### config.mk
export PLATFORM = sky130hd
export DESIGN_NAME = gpio_irq
export DESIGN_NICKNAME = d
export VERILOG_FILES = /design/src/rtl/gpio_irq_pkg.sv /design/src/rtl/gpio_sync.sv /design/src/rtl/gpio_irq.sv
export SDC_FILE = /design/constraint.sdc
export NUM_CORES = 1
export LEC_CHECK = 0
export BUFFER_PORTS_ARGS = -buffer_cell sky130_fd_sc_hd__buf_4
export CAP_MARGIN = 20
export CORE_ASPECT_RATIO = 1.1
export CORE_MARGIN = 2
export CORE_UTILIZATION = 35
export DETAILED_ROUTE_END_ITERATION = 10
export PLACE_DENSITY = 0.71
export REMOVE_ABC_BUFFERS = 1
export SYNTH_ARGS = -nofsm -noshare
export SYNTH_HDL_FRONTEND = slang
export SYNTH_SLANG_ARGS = --single-unit
### constraint.sdc
create_clock -name clk -period 1.6 [get_ports clk]
set_input_delay 0.16 -clock clk [delete_from_list [all_inputs] [get_ports clk]]
set_output_delay 0.16 -clock clk [all_outputs]
set_load 0.02 [all_outputs]
### src/rtl/gpio_irq_pkg.sv
// gpio_irq_pkg -- shared SoC register map constants for the GPIO blocks.
// Holds the GPIO port block word offsets and the GPIO interrupt block
// register offsets, both decoded from wb_adr_i[3:2]. It also holds the
// warm-up terminal count and a zero-extension helper for read data.
package gpio_irq_pkg;

   localparam int GPIO_MAX = 8;

   // GPIO port block word offsets (sits next to the interrupt block in the SoC map)
   localparam logic [1:0] GPIO_PORT_OUT_OFS = 2'd0;
   localparam logic [1:0] GPIO_PORT_DIR_OFS = 2'd1;
   localparam logic [1:0] GPIO_PORT_IN_OFS  = 2'd2;

   // GPIO interrupt block word offsets
   typedef enum logic [1:0] {
      IRQ_RISE_EN = 2'd0,
      IRQ_FALL_EN = 2'd1,
      IRQ_PENDING = 2'd2,
      IRQ_LEVEL   = 2'd3
   } irq_reg_e;

   // Edge detection is enabled once the warm-up counter reaches this value
   localparam logic [1:0] WARMUP_DONE = 2'd3;

   function automatic logic [31:0] zext8(input logic [GPIO_MAX-1:0] v);
      return {{(32-GPIO_MAX){1'b0}}, v};
   endfunction

endpackage

### src/rtl/gpio_sync.sv
// gpio_sync -- per-vector two-flop synchronizer.
// Ports:
//   clk  : clock
//   rst  : synchronous active-high reset (both stages cleared)
//   d_i  : asynchronous input vector
//   q_o  : synchronized vector (second stage)
module gpio_sync #(
   parameter int W = 8
) (
   input  logic         clk,
   input  logic         rst,
   input  logic [W-1:0] d_i,
   output logic [W-1:0] q_o
);

   logic [W-1:0] sync0_q;
   logic [W-1:0] sync1_q;

   always_ff @(posedge clk) begin
      if (rst) begin
         sync0_q <= '0;
         sync1_q <= '0;
      end else begin
         sync0_q <= d_i;
         sync1_q <= sync0_q;
      end
   end

   assign q_o = sync1_q;

endmodule

### src/rtl/gpio_irq.sv
// gpio_irq -- GPIO edge interrupt controller with a Wishbone slave port.
// Ports:
//   clk, rst       : clock, synchronous active-high reset
//   wb_stb_i/cyc_i : Wishbone strobe / cycle
//   wb_we_i        : write enable
//   wb_adr_i       : byte address, bits [3:2] select RISE_EN/FALL_EN/PENDING/LEVEL
//   wb_dat_i       : write data, bits [GPIO_NUM-1:0] used
//   wb_sel_i       : byte lanes, writes only land when lane 0 is selected
//   wb_dat_o       : read data, loaded together with ack
//   wb_ack_o       : one-cycle acknowledge
//   gpio_in        : asynchronous pad inputs
//   irq_o          : registered OR of PENDING
// Handshake: an access is taken when stb & cyc are high and ack is low; ack
// follows one cycle later for exactly one cycle, so a held strobe produces
// one access every two cycles.
module gpio_irq
   import gpio_irq_pkg::*;
#(
   parameter int GPIO_NUM = 8
) (
   input  logic        clk,
   input  logic        rst,
   input  logic        wb_stb_i,
   input  logic        wb_cyc_i,
   input  logic        wb_we_i,
   input  logic [31:0] wb_adr_i,
   input  logic [31:0] wb_dat_i,
   input  logic [3:0]  wb_sel_i,
   output logic [31:0] wb_dat_o,
   output logic        wb_ack_o,
   input  logic [7:0]  gpio_in,
   output logic        irq_o
);

   logic [GPIO_NUM-1:0] sync1;
   logic [GPIO_NUM-1:0] prev_q;
   logic [GPIO_NUM-1:0] rise_en_q;
   logic [GPIO_NUM-1:0] fall_en_q;
   logic [GPIO_NUM-1:0] pend_q, pend_d;
   logic [GPIO_NUM-1:0] rise_det, fall_det, clr;
   logic [1:0]          warm_q;
   logic                detect_en;
   logic                ack_q;
   logic [31:0]         dat_q;
   logic                irq_q;
   logic                req, wr_ok;
   irq_reg_e            reg_sel;
   logic [GPIO_MAX-1:0] rd8;
   logic [31:0]         rdata;
   logic                unused_bits;

   gpio_sync #(.W(GPIO_NUM)) u_sync (
      .clk (clk),
      .rst (rst),
      .d_i (gpio_in[GPIO_NUM-1:0]),
      .q_o (sync1)
   );

   // prev keeps tracking sync1 during warm-up, so a pin already high at
   // reset release never looks like a rising edge once detection opens.
   assign detect_en = (warm_q == WARMUP_DONE);
   assign rise_det  = sync1 & ~prev_q & rise_en_q & {GPIO_NUM{detect_en}};
   assign fall_det  = ~sync1 & prev_q & fall_en_q & {GPIO_NUM{detect_en}};

   assign req     = wb_stb_i & wb_cyc_i & ~ack_q;
   assign wr_ok   = req & wb_we_i & wb_sel_i[0];
   assign reg_sel = irq_reg_e'(wb_adr_i[3:2]);

   // W1C clear is applied first so a coincident new edge wins
   assign clr    = (wr_ok && reg_sel == IRQ_PENDING) ? wb_dat_i[GPIO_NUM-1:0] : '0;
   assign pend_d = (pend_q & ~clr) | rise_det | fall_det;

   always_comb begin
      rd8 = '0;
      case (reg_sel)
         IRQ_RISE_EN: rd8[GPIO_NUM-1:0] = rise_en_q;
         IRQ_FALL_EN: rd8[GPIO_NUM-1:0] = fall_en_q;
         IRQ_PENDING: rd8[GPIO_NUM-1:0] = pend_q;
         IRQ_LEVEL:   rd8[GPIO_NUM-1:0] = sync1;
         default:     rd8 = '0;
      endcase
      rdata = zext8(rd8);
   end

   always_ff @(posedge clk) begin
      if (rst) begin
         prev_q    <= '0;
         rise_en_q <= '0;
         fall_en_q <= '0;
         pend_q    <= '0;
         warm_q    <= '0;
         ack_q     <= 1'b0;
         dat_q     <= '0;
         irq_q     <= 1'b0;
      end else begin
         prev_q <= sync1;
         pend_q <= pend_d;
         irq_q  <= |pend_q;
         ack_q  <= req;
         if (!detect_en) begin
            warm_q <= warm_q + 2'd1;
         end
         if (req && !wb_we_i) begin
            dat_q <= rdata;
         end
         if (wr_ok) begin
            case (reg_sel)
               IRQ_RISE_EN: rise_en_q <= wb_dat_i[GPIO_NUM-1:0];
               IRQ_FALL_EN: fall_en_q <= wb_dat_i[GPIO_NUM-1:0];
               default: ;  // PENDING handled via clr, LEVEL is read-only
            endcase
         end
      end
   end

   assign wb_ack_o = ack_q;
   assign wb_dat_o = dat_q;
   assign irq_o    = irq_q;

   // Address/data/lane bits that the register map does not decode
   assign unused_bits = ^{wb_adr_i[31:4], wb_adr_i[1:0], wb_dat_i, wb_sel_i[3:1], gpio_in};

endmodule

# Word-level counts from Yosys, hierarchy flattened
# Cells that the tools add are included.
# W data, S select, Z words.
[totals]
out_inout_bits = 34
inputBits = 81
ff_bits = 60
[op_classes]
n_bitwise = 17
n_reduce_logical = 7
n_addsub = 1
eq_ne = 4
n_mux = 2
[op_table]
columns = ["op", "n"]
rows = [
  ["$and A8 B8 Y8", 7],
  ["$pmux W8 S4", 1],
  ["$not A8 Y8", 3],
  ["$or A8 B8 Y8", 2],
  ["$mux W8", 1],
  ["$reduce_or A8 Y1", 1],
  ["$eq A2 B2 Y1 const B", 3],
  ["$and A1 B1 Y1", 4],
  ["$reduce_and A2 Y1", 2],
  ["$add A2 B1 Y2 const B", 1],
  ["$eq A2 B1 Y1 const B", 1],
  ["$logic_and A1 B1 Y1", 2],
  ["$logic_not A2 Y1", 1],
  ["$logic_not A1 Y1", 1],
  ["$not A1 Y1", 1],
]

# Depth between registers and ports, before layout
[logic_depth]
ltp_word = 10
mapped_depth = 5
mapped_depth_nobuf = 3

# By module
# Synthesis repeated with hierarchy kept, for this count alone.
[hier_totals]
hier_cells = 243
area_unflattened_um2 = 2600.0
[modules_own_cells]
columns = ["mod", "instances", "cells_each", "area_per_inst_um2", "seq_area_each_um2"]
rows = [
  ["gpio_irq", 1, 210, 2135.8, 880.8],
  ["gpio_sync", 1, 33, 464.2, 320.3],
]

# Least setup slack after synthesis
# No wires, ideal clock.
[synth_timing]
kind = "reg2reg"
from = "register ack_q (netlist: wb_ack_o)"
to = "register rise_en_q[0]"
slack_ns = 0.338
arrival_ns = 1.190
t_required_ns = 1.528
path_stages_with_launch = 4
path_cell_list = "dfxtp_1 > nand3b_4 > nor3_4 > mux2i_1"
[synth_via]
elab_chain_len = 5
[synth_rtl]
columns = ["item", "line_no", "rtl"]
rows = [
  ["start: declaration", "gpio_irq.sv:43", "logic ack_q;"],
  ["start signal: assignment", "gpio_irq.sv:99", "ack_q <= req;"],
  ["$not A1 Y1", "gpio_irq.sv:65", "assign req = wb_stb_i & wb_cyc_i & ~ack_q;"],
  ["$and A1 B1 Y1", "gpio_irq.sv:65", ""],
  ["$and A1 B1 Y1 (2 in a row)", "gpio_irq.sv:66", "assign wr_ok = req & wb_we_i & wb_sel_i[0];"],
  ["$reduce_and A2 Y1 (no line)", "--", ""],
  ["end signal: assignment", "gpio_irq.sv:108", "IRQ_RISE_EN: rise_en_q <= wb_dat_i[GPIO_NUM-1:0];"],
  ["end: declaration", "gpio_irq.sv:37", "logic [GPIO_NUM-1:0] rise_en_q;"],
]
# No other way between the ends.
# A chain may end at the register's enable or synchronous reset.

# Worst setup path after layout
[layout_timing]
from = "register ack_q (netlist: wb_ack_o)"
to = "register rise_en_q[6]"
# The elaborated chain is that of the path after synthesis.

==> key figures <==
Synthesis
  • Syn Area/Cell: 9.803 sq um
  • Most area-consuming cells after synthesis: dfxtp_1 (44%), mux4_1 (7.7%), buf_4 (6.9%)
  • Gate Count Post-Synth: 279
  • Asr flop ratio synth: 0%
  • Synth warn: 0
  • Number of enable flip-flop cells after synthesis: 0
  • Post-Syn Area: 2735 sq um
  • Post-synth top area share: 43.92%
  • Yosys top cell by area: dfxtp_1
  • Seq/Total Area, Yosys: 43.92%
  • Synth Flop Type: dfxtp_1
  • Synth cell types: 28
  • Synthesized flop and latch total: 60

Placement
  • DP Area: 2977 sq um
  • I/O Buffers: 33
  • GP Congestion: 0.7670
  • Hpwl dp: 3.770 mm

Timing
  • Final hold vios: 0
  • Achievable Freq: 777.2 MHz
  • Final worst-path cycle share: 80.42%
  • Clock Skew: 0.008241 ns
  • Slew Viols, Final: 0
  • RSZ-0062 raised after global routing: false
  • Fin crit period: 1.287 ns
  • Fin Setup TNS: 0 ns
  • Finish-stage setup viols: 0

Global routing
  • Initial antenna violation count: 0
  • Tot GR Track Use: 13.51%
  • First-pass GRT wire length: 8.873 mm
  • Vias in the first global route: 1841
  • Largest net degree at the start of global routing: 26
  • GRT overflow: 0

Die
  • Core area: 7515 sq um
  • Die area: 8538 sq um
  • Die Y: 96.72 um
  • Die W: 88.29 um
  • Num rows: 33
  • IO Count: 115
  • Initial Util: 36.40%

Setup path
  • Critical-path cell list: nand3b_4 -> nor3_4 -> buf_4 -> mux2i_1
  • Critical path launch point: wb_ack_o
  • Critical R2R Launch: wb_ack_o
  • Buf/Inv on CP: 1
  • Family with the most delay on the worst path: simple AND/OR/NAND/NOR gates
  • Critical Path RT: 1.87 ns
  • Setup CP Type: reg2reg
  • Slowest CP cell: dfxtp_1
  • Setup crit start kind: flop
  • Slowest stage delay, CP: 0.33 ns
  • Crit end category: flop
  • CP Data Arrival Time: 1.55 ns
  • Crit-path max FO: 4

Power and ir drop
  • Lkg Pwr: 1.266 nW
  • Power Density: 1047 nW/um^2
  • VDD IR-drop max: 379.6 uV

Routing
  • 1st-pass router iterations: 4
  • Drt total wl: 5.482 mm
  • Vias/cell: 4.742
  • Drt drc: 0
  • Average wire per standard cell: 12.99 um
  • DR vias: 2001
  • Remaining antenna violation count after routing: 0
  • First DRT Iteration DRCs: 139

Min path
  • Hold Crit Class: in2reg
  • Hold wc startpoint: gpio_in[1]

Clock tree
  • Clk slew on worst S/H paths: 0.07 ns
  • H-tree depth: 3
  • PostCTS Resize Cnt: 0
  • CTS Root Buffer Type: clkbuf_8
  • CTS buffer count: 9
  • Skew-Pair Late Insertion Delay: 0.34 ns
  • Post-CTS setup buffer count: 0
  • CTS Buffer Depth: 2
  • CTS tree: done
  • Clk sinks: 60
  • Hold_buf cts: 0

Final layout
  • Finished layout cell area: 3193 sq um
  • Syn-to-layout area delta: 16.74%
  • Nets: 394
  • Fin util: 42.49%
  • N_diodes: 0
  • Share of post-route cells with drive strength above 1: 18.61%

Job
  • Max-cap violations: 0

Run status
  • Status: finished, final reports clean
==> power by group <==
part           leakage (nW)  switching (mW)  internal [mW]
sequential            0.488          0.0207           1.53
clock                 0.113           0.591          0.912
combinational         0.665           0.171          0.114
total                  1.27           0.783           2.56
==> worst reg2reg max path: stages (launching register included) <==
cell,delay (ns)
dfxtp_1,0.33
nand3b_4,0.18
nor3_4,0.33
buf_4,0.20
mux2i_1,0.17
==> synth_stat cells, types with 3 or more instances <==
cell type,count
a21oi_1,17
buf_4,25
clkbuf_1,11
dfxtp_1,60
mux2i_1,9
mux4_1,8
nand2_1,24
nand2b_1,24
nand3_1,8
nand3b_1,8
nor2_1,3
nor2b_1,25
nor3_1,8
o21ai_0,24
o2bb2ai_1,8
==> per-stage QoR <==
step | hold slack (ns) | setup WS (ns) | instances | power [mW]
2_1_floorplan | 0.2291 | 0.2246 | 261 | 1.738
3_3_place_gp | 0.3721 | 0.2564 | 406 | 1.866
3_5_place_dp | 0.3755 | 0.2420 | 406 | 1.874
4_1_cts | 0.02219 | 0.2881 | 422 | 3.366
5_1_grt | 0.02909 | 0.2279 | 422 | 3.467
6_report | 0.02702 | 0.3133 | 422 | 3.342
==> worst paths after layout <==
check,to,slack [ns],cells after the start
max,rise_en_q[6],0.31,4
min,u_sync.sync0_q[1],0.03,2
max reg2reg,rise_en_q[6],0.31,4
min reg2reg,u_sync.q_o[3],0.43,1
==> placed cells by master, fill, tap and decap left out, types with 2 or more instances in the layout <==
cell type and n:
dfxtp_1 60, buf_4 40, nor2b_1 25, nand2_1 24, o21ai_0 24, nand2b_1 24
conb_1 24, a21oi_1 17, clkbuf_8 10, mux2i_1 9, nand3b_1 8, nor3_1 8
o2bb2ai_1 8, mux4_1 8, nand3_1 8, nor2_1 3, clkinv_2 3, nand3b_4 2
nor4_1 2, bufinv_16 2
==> flip-flops by register name (all words and copies together), names as in the netlist <==
name and cells:
fall_en_q 8, pend_q 8, prev_q 8, rise_en_q 8, u_sync.q_o 8, u_sync.sync0_q 8
wb_dat_o 8, warm_q 2, irq_o 1, wb_ack_o 1
==> layer usage <==
layer	global-route usage (%)	vias to the layer above	routed length, um
met1	17.95	939	2466
met4	6.294	0	61
li1	-	986	-
met5	0	-	0
met2	20.59	67	2588
met3	3.072	9	365
==> cell type report <==
| class | count | area [sq um] |
|---|---|---|
| fill | 744 | 4322 |
| timing repair buffer | 40 | 300.3 |
| clock inverter | 5 | 75.07 |
| sequential | 60 | 1201 |
| multi-input combinational | 201 | 1344 |
| clock buffer | 11 | 141.4 |
| tap | 105 | 131.4 |
==> kinds of logic (layout without fill, tap and decap cells) <==
logic type,count (synthesis),in the layout,synth area share [%]
compound gates,49,49,10.06
xor+xnor,1,1,0.3203
fa+ha+maj,1,1,0.4574
buf+inv,41,56,10.11
flops,60,60,43.92
mux,17,17,10.98
other cells,1,24,0.1371
simple gates,109,109,24.02
(Power assumes the default switching activity.)
